==> src/rtl/mem_arbiter.sv <==
// Single-port RAM arbiter between instruction fetch and data access, with a sticky access timeout.
// Build option: define MEM_ARB_FAIR_EN for round-robin arbitration when both requesters are pending.
module mem_arbiter #(
    parameter int ADDR_W  = 32,
    parameter int DATA_W  = 32,
    parameter int TIMEOUT = 255
) (
    input  logic              CLK,
    input  logic              nRST,
    input  logic              iREN,
    input  logic [ADDR_W-1:0] iaddr,
    output logic              iwait,
    output logic [DATA_W-1:0] iload,
    input  logic              dREN,
    input  logic              dWEN,
    input  logic [ADDR_W-1:0] daddr,
    input  logic [DATA_W-1:0] dstore,
    output logic              dwait,
    output logic [DATA_W-1:0] dload,
    output logic              ram_ren,
    output logic              ram_wen,
    output logic [ADDR_W-1:0] ram_addr,
    output logic [DATA_W-1:0] ram_store,
    input  logic [DATA_W-1:0] ram_load,
    input  logic              ram_ready,
    output logic              err
);

    typedef enum logic [1:0] {
        IDLE   = 2'd0,
        IGRANT = 2'd1,
        DGRANT = 2'd2,
        ERR    = 2'd3
    } state_t;

`ifdef MEM_ARB_FAIR_EN
    localparam bit FAIR = 1'b1;
`else
    localparam bit FAIR = 1'b0;
`endif

    localparam logic [15:0] CNT_LAST = 16'(TIMEOUT - 1);

    state_t      state_q, state_d;
    logic [15:0] cnt_q, cnt_d;
    logic        last_data_q, last_data_d;
    logic        err_q;

    logic dreq;
    logic in_igrant, in_dgrant;
    logic i_active, d_active;
    logic granted_req;

    assign dreq      = dREN | dWEN;
    assign in_igrant = (state_q == IGRANT);
    assign in_dgrant = (state_q == DGRANT);

    // Strobes follow the live request so an abort drops them in the same cycle.
    assign i_active  = in_igrant & iREN;
    assign d_active  = in_dgrant & dreq;

    assign ram_ren   = i_active | (d_active & ~dWEN);
    assign ram_wen   = d_active & dWEN;
    assign ram_addr  = i_active ? iaddr : (d_active ? daddr : '0);
    assign ram_store = d_active ? dstore : '0;

    assign iwait = iREN & ~(in_igrant & ram_ready);
    assign dwait = dreq & ~(in_dgrant & ram_ready);
    assign iload = in_igrant ? ram_load : '0;
    assign dload = in_dgrant ? ram_load : '0;
    assign err   = err_q;

    assign granted_req = in_igrant ? iREN : dreq;

    always_comb begin
        state_d     = state_q;
        cnt_d       = cnt_q;
        last_data_d = last_data_q;
        case (state_q)
            IDLE: begin
                cnt_d = '0;
                // Round-robin only matters when both are pending and data went last.
                if (dreq && !(FAIR && iREN && last_data_q)) begin
                    state_d = DGRANT;
                end else if (iREN) begin
                    state_d = IGRANT;
                end
            end
            IGRANT, DGRANT: begin
                if (!granted_req) begin
                    state_d = IDLE;
                    cnt_d   = '0;
                end else if (ram_ready) begin
                    state_d     = IDLE;
                    cnt_d       = '0;
                    last_data_d = in_dgrant;
                end else if (cnt_q == CNT_LAST) begin
                    state_d = ERR;
                end else begin
                    cnt_d = cnt_q + 16'd1;
                end
            end
            ERR: begin
                state_d = ERR;
            end
            default: begin
                state_d = IDLE;
            end
        endcase
    end

    always_ff @(posedge CLK or negedge nRST) begin
        if (!nRST) begin
            state_q     <= IDLE;
            cnt_q       <= '0;
            last_data_q <= 1'b0;
            err_q       <= 1'b0;
        end else begin
            state_q     <= state_d;
            cnt_q       <= cnt_d;
            last_data_q <= last_data_d;
            err_q       <= (state_d == ERR);
        end
    end

endmodule

==> config.mk <==
export PLATFORM = sky130hd
export DESIGN_NAME = mem_arbiter
export DESIGN_NICKNAME = d
export VERILOG_FILES = /design/src/rtl/mem_arbiter.sv
export SDC_FILE = /design/constraint.sdc
export NUM_CORES = 1
export LEC_CHECK = 0
export BUFFER_PORTS_ARGS = -buffer_cell sky130_fd_sc_hd__clkbuf_2
export CELL_PAD_IN_SITES_DETAIL_PLACEMENT = 1
export CELL_PAD_IN_SITES_GLOBAL_PLACEMENT = 2
export CORE_UTILIZATION = 16
export DETAILED_ROUTE_END_ITERATION = 8
export PLACE_DENSITY = 0.91
export SLEW_MARGIN = 20
export SYNTH_ARGS = -nofsm -noshare
export SYNTH_HDL_FRONTEND = slang
export SYNTH_SLANG_ARGS = --single-unit
==> constraint.sdc <==
create_clock -name CLK -period 3.7 [get_ports CLK]
set_clock_uncertainty 0.2 [all_clocks]
set_input_delay 0 -clock CLK [delete_from_list [all_inputs] [get_ports CLK]]
set_output_delay 0 -clock CLK [all_outputs]
set_load 0.005 [all_outputs]
==> results.toml, run 1 <==
[status]
status = "finished, final reports clean"

[synth]
synth_async_sr_flop_share_pct = 100.0
syn_avg_cell_area_sq_um = 6.630
synth_top_flop_cell = "dfrtp_1"
synth_nets = 496
synth_cell_types = 48
synth.area.top_cells = "and2_1, dfrtp_1, nand2_1"
synth_top_cell_area_share_pct = 26.05
synthCells = 355
syn_area_sq_um = 2354
synth_top_area_cell = "and2_1"
yosysSeqAreaShare_pct = 20.20
ys_ff_latch = 19
ys_warn_count = 0
synth-edff-count = 0

[floorplan]
io_pins = 267
rows = 43
die_width_um = 123.3
die_h_um = 123.3
die-area_sq_um = 15200
initial_utilization_pct = 16.70
core_sq_um = 14100

[final_layout]
layout-drive-gt1-share_pct = 46.47
syn_to_final_growth_pct = 68.05
fill_cells = 1873
layout_commonest_cell = "clkbuf_2"
nNetsFinal = 751
final_cell_mix = "clkbuf_2, and2_1, nand2_1, o21ai_0, dfrtp_1"
stdcell_count = 790
post-route-util_pct = 28.06

[place]
place_congestion = 0.7875
post-place-cells = 784
numPortBuffers = 266
dp_hpwl_um = 10120

[timing]
setup_viol = 0
final-max-slew-violation-count = 0
fin_crit_ns = 2.486
max_slew_margin_pct = 49.24
hold_ws_ns = 0.05215
min_period_over_period_pct = 67.20
tightest_slew_ns = 0.7544
fmax_mhz = 402.2
rsz0062_at_grt = "no"
fin_tns_setup_ns = 0
hold_viol_final = 0

[clocking]
cts_hold_buf = 1
clkLatencyLatePin_ns = 0.25
clockRootBuffer = "clkbuf_16"
cts.sinks = 19
cts_buffer_depth = 2
cts_buffers = 3
ctsResizeCount = 0
cts.clk_slew.worst_paths_ns = 0.06
post-cts-setup-buffers = 0
cts_htree_levels = 1
cts_tree = "done"

[setup_path]
cp-start-kind = "register"
required_ns = 3.50
critPathArrivalTime_ns = 2.29
worstSetupPathType = "reg -> out"
end_kind = "output port"
worstPathMaxFanout = 21

[global_routing]
grt_pass1_wl_um = 17570
grt_pass1_vias = 3245
grtUsageTotal_pct = 14.64
antenna_found_initial = 1
grt_max_degree = 35
overflow = 0

[detailed_routing]
num_vias = 3385
drtAntennaViolNets = 0
drt-pass1-iter-count = 4
routed_wl_um = 11970
drc = 0
wl_per_cell_um = 15.15
vias_per_cell = 4.285
drtIter0Drc = 180

[worst_hold_path]
hold_path_class = "in -> async"

[run]
drv_cap = 0

[power]
power_density_nw_per_um2 = 133.1
leakage_nw = 2.237
peakVddDrop_mv = 0.1516
per-stage QoR:
stage | power (mW) | setup slack [ns] | cell area [sq um]
floorplan | 0.2206 | 1.628 | 2354
global placement | 0.3015 | 1.439 | 3864
detailed placement | 0.3024 | 1.355 | 3864
CTS | 0.5304 | 1.161 | 3953
global route | 0.5507 | 1.011 | 3955
finish | 0.5263 | 1.214 | 3955
per-layer routing:
metal / wire length [um] / GRT usage [%] / share of wire, %
met1: 4873 / 18.29 / 41
met2: 6072 / 26.05 / 51
met3: 902 / 2.860 / 7.5
met4: 123 / 2.636 / 1.0
met5: 0 / 0 / 0
path summary, 6_finish.rpt:
kind | slack, ns | end | cells after the start | start
max in group asynchronous | 2.91 | cnt_q[10] | 2 | nRST
min in group CLK | 0.05 | state_q[1] | 4 | iREN
hold / removal | 0.05 | cnt_q[13] | 2 | nRST
setup reg to reg | 1.36 | cnt_q[15] | 5 | state_q[0]
setup / recovery | 1.21 | ram_addr[31] | 7 | state_q[1]
hold reg to reg | 0.39 | cnt_q[9] | 2 | cnt_q[9]
cells by family after synthesis:
logic type	synth area share [%]
flip-flops	20.20
AO/OA/AOI/OAI	17.49
XOR/XNOR	0.7444
adder cells (fa/ha/maj)	3.721
AND/OR/NAND/NOR	51.46
multiplexers	0.4253
buffers and inverters	5.954
flip-flops by register name, indices dropped and copies added (netlist names):
signal and count:
err 1, cnt_q 16, state_q 2
report_power, final:
part / internal [mW] / switching, mW / leakage [nW]
Sequential: 0.208 / 0 / 0.219
Combinational: 0.0547 / 0.0356 / 1.98
Clock: 0.147 / 0.0813 / 0.0382
synth_stat cells, drive strengths merged (4+ instances only):
master	count
nor2	9
dfrtp	19
and2	98
a21oi	8
o21ai	42
buf	4
clkbuf	20
nor4	5
o311ai	4
or3	4
inv	10
nand2	75
ha	7
nand3	8
critical path: stages (launching register included):
cell and delay [ns]:
dfrtp_1 0.41, inv_1 0.10, ha_1 0.23, nand2_1 0.56, buf_4 0.32, nand2_1 0.07
o21ai_0 0.18, clkbuf_2 0.15
area by class of cell:
type	instances	area (sq um)	share of cell area, %
Antenna cell	1	2.502	0.06327
Clock buffer	4	78.83	1.993
Inverter	10	37.54	0.9491
Multi-Input combinational cell	302	1742	44.04
Sequential cell	19	475.5	12.02
Tap cell	180	225.2	5.694
Timing Repair Buffer	274	1394	35.24
No activity file was read; power rests on OpenSTA's default activity.
==> inputs of run 2 (changes only) <==
Settings changed: ABC_AREA set to 1, CORE_UTILIZATION 16 to 15, PLACE_DENSITY 0.91 to 0.86.
Clock period 3.7 ns to 2.3 ns, I/O delays scaled along.
==> run 2 against run 1 <==
Against the previous run:
- setup slack got worse by 1.0 ns
- first-iteration DRC count decreased by 37%
- global-route usage increased by 0.70 points
- area after synthesis increased by 15%
- sequential power increased by 91%
- synthesized cell count increased by 49%
- clock-buffer cell count decreased by 1
- non-clock buffer count increased by 10
- largest power group is now combinational logic
- sequential share of layout area decreased by 1.4 points
==> results.toml, run 2 <==
[place]
numPortBuffers = 266
place_congestion = 0.8132
post-place-cells = 1007
dp_hpwl_um = 12420

[timing]
fin_crit_ns = 2.112
rsz0062_at_grt = "no"
hold_ws_ns = 0.02019
final-max-slew-violation-count = 0
hold_viol_final = 0
fmax_mhz = 473.6
min_period_over_period_pct = 91.81
setup_viol = 0
fin_tns_setup_ns = 0
max_slew_margin_pct = 54.51
tightest_slew_ns = 0.6797

[global_routing]
antenna_found_initial = 0
grt_max_degree = 36
grt_pass1_wl_um = 21980
grtUsageTotal_pct = 15.34
met3_usage_pct = 3.878
gr-usage-met2_pct = 27.66
gr-usage-met1_pct = 18.17
grt_pass1_vias = 4047
gr-max-usage-layer = "met2"
overflow = 0

[final_layout]
syn_to_final_growth_pct = 64.44
diodes = 0
final_cell_mix = "clkbuf_2, nand2_1, inv_1, nor2_1, nand3_1"
fill_cells = 2365
nNetsFinal = 933
top_register = "cnt_q"
stdcell_count = 1016
largest_reg_flops = 16
layout_commonest_cell = "clkbuf_2"
layout-drive-gt1-share_pct = 37.93

[synth]
synth.area.mux_share_pct = 0
synthXorXnorAreaFrac_pct = 0.3229
synth-adder-area-share_pct = 3.229
synth_compound_area_share_pct = 9.917
ys_ff_latch = 19
yosysSeqAreaShare_pct = 17.53
synth_async_sr_flop_share_pct = 100.0
ys_warn_count = 0
synth_top_flop_cell = "dfrtp_1"
syn_area_sq_um = 2713
synth_common_cells = "nand2_1, inv_1, nor2_1, nand3_1, o21ai_0"
synth-edff-count = 0
synth_top_area_cell = "nand2_1"
synth_top_family_by_area = "simple AND/OR/NAND/NOR gates"
synth_nets = 670
synthCells = 529
syn_avg_cell_area_sq_um = 5.128
synth_top_cell_area_share_pct = 21.31
yosysMostFrequentCell = "nand2_1"
synth_cell_types = 27
synthSimpleGateAreaFrac_pct = 46.77
synth.area.top_cells = "nand2_1, inv_1, dfrtp_1"

[worst_hold_path]
hold_path_class = "in -> reg"
hold_path_end = "state_q[0]"
whs_path_depth = 4
min_from = "dWEN"

[status]
status = "finished, final reports clean"

[setup_path]
r2r_cells = 11
timing.critical_path.mode_cell = "inv_1"
slowest_stage = "dfrtp_1"
end_kind = "register"
worstPathMaxFanout = 13
crit_family = "simple AND/OR/NAND/NOR gates"
crit_chain = "inv_1 > ha_1 > inv_1 > nor2_1 > inv_1 > nor2_4 > nand3_4 > nand2_8 > inv_4 > nand2_1 > o21ai_0"
worst-path-buf-inv = 4
worstReg2RegEnd = "cnt_q[0]"
worstSetupPathType = "reg -> reg"
max_stage_delay_ns = 0.41
critPathArrivalTime_ns = 2.04
required_ns = 2.23
reg2reg_from = "state_q[0]"
cp-start-kind = "register"
rrSetupSlack_ns = 0.19

[power]
peakVddDrop_mv = 0.2002
leakage_nw = 3.045
power_density_nw_per_um2 = 634.4

[floorplan]
die_h_um = 136.5
die-area_sq_um = 18630
core_sq_um = 17480
io_pins = 267
die_width_um = 136.5
rows = 48
initial_utilization_pct = 15.52

[detailed_routing]
num_vias = 4092
drtAntennaViolNets = 0
vias_per_cell = 4.028
routed_wl_um = 14640
drc = 0
wl_per_cell_um = 14.41
drtIter0Drc = 114
drt-pass1-iter-count = 4

[run]
drv_cap = 0

[clocking]
cts_tree = "done"
cts.sinks = 19
cts_buffers = 3
cts.clk_slew.worst_paths_ns = 0.06
clkLatencyLatePin_ns = 0.26
cts_buffer_depth = 2
clockRootBuffer = "clkbuf_16"
cts_htree_levels = 1
## run 2: what timing repair did
action                                  4_1_cts  5_1_grt
setup buffers                                 0        3
endpoints found under the hold margin        21        0
gates resized for setup                       0        1
hold buffers                                  2        0
endpoints found under the setup margin        0       12
## run 2: worst register-to-register path, delay by kind of cell, from the launching register on
family          cells  cell delay (ns)
compound gates      1             0.09
buf+inv             4             0.33
fa+ha+maj           1             0.30
flops               1             0.41
simple gates        5             0.66
## run 2: layout make-up
cell class	instances	area, sq um	area share, %
flip-flops and latches	19	475.5	10.66
inverters	131	494.2	11.08
repair buffers	284	1471	32.99
clock buffers	3	75.07	1.683
multi-input cells	353	1658	37.17
well taps	225	281.5	6.311
clock inverters	1	5.005	0.1122
## run 2: worst max path at each step
stage | cells past startpoint | slack (ns) | end | start
2_1_floorplan | 12 | 0.19 | cnt_q[6] | state_q[0]
3_3_place_gp | 11 | 0.12 | cnt_q[0] | state_q[1]
3_5_place_dp | 11 | 0.05 | cnt_q[2] | state_q[1]
4_1_cts | 11 | 0.03 | cnt_q[0] | state_q[1]
5_1_grt | 11 | 0.005 | cnt_q[2] | dREN
6_report | 11 | 0.19 | cnt_q[0] | state_q[0]
## run 2: where the power goes
part	switching, mW	internal (mW)	leakage (nW)
registers	0.0340	0.363	0.262
clock network	0.146	0.234	0.0409
logic	1.26	0.793	2.74
## run 2: cell families after synthesis
logic type / count (synthesis)
buffers and inverters: 157
DFF: 19
AOI/OAI and AO/OA: 50
and+or+nand+nor: 295
adders and majority gates: 7
xor gates and xnor gates: 1
## run 2: routing by layer
layer	wire length, um	part of all wire, %
met5	0	0
met4	161	1.1
met3	908	6.2
met2	7745	53
met1	5821	40
## run 2: per-stage QoR
| step | total power [mW] | setup WS [ns] | utilization, % | instance area, sq um |
|---|---|---|---|---|
| after floorplan | 1.367 | 0.1931 | - | 2713 |
| after global placement | 2.473 | 0.1227 | 24.76 | 4328 |
| after detailed placement | 2.485 | 0.05400 | 24.76 | 4328 |
| after CTS | 2.878 | 0.02689 | 25.34 | 4428 |
| after global routing | 3.110 | 0.005224 | 25.52 | 4461 |
| final | 2.830 | 0.1883 | 25.52 | 4461 |
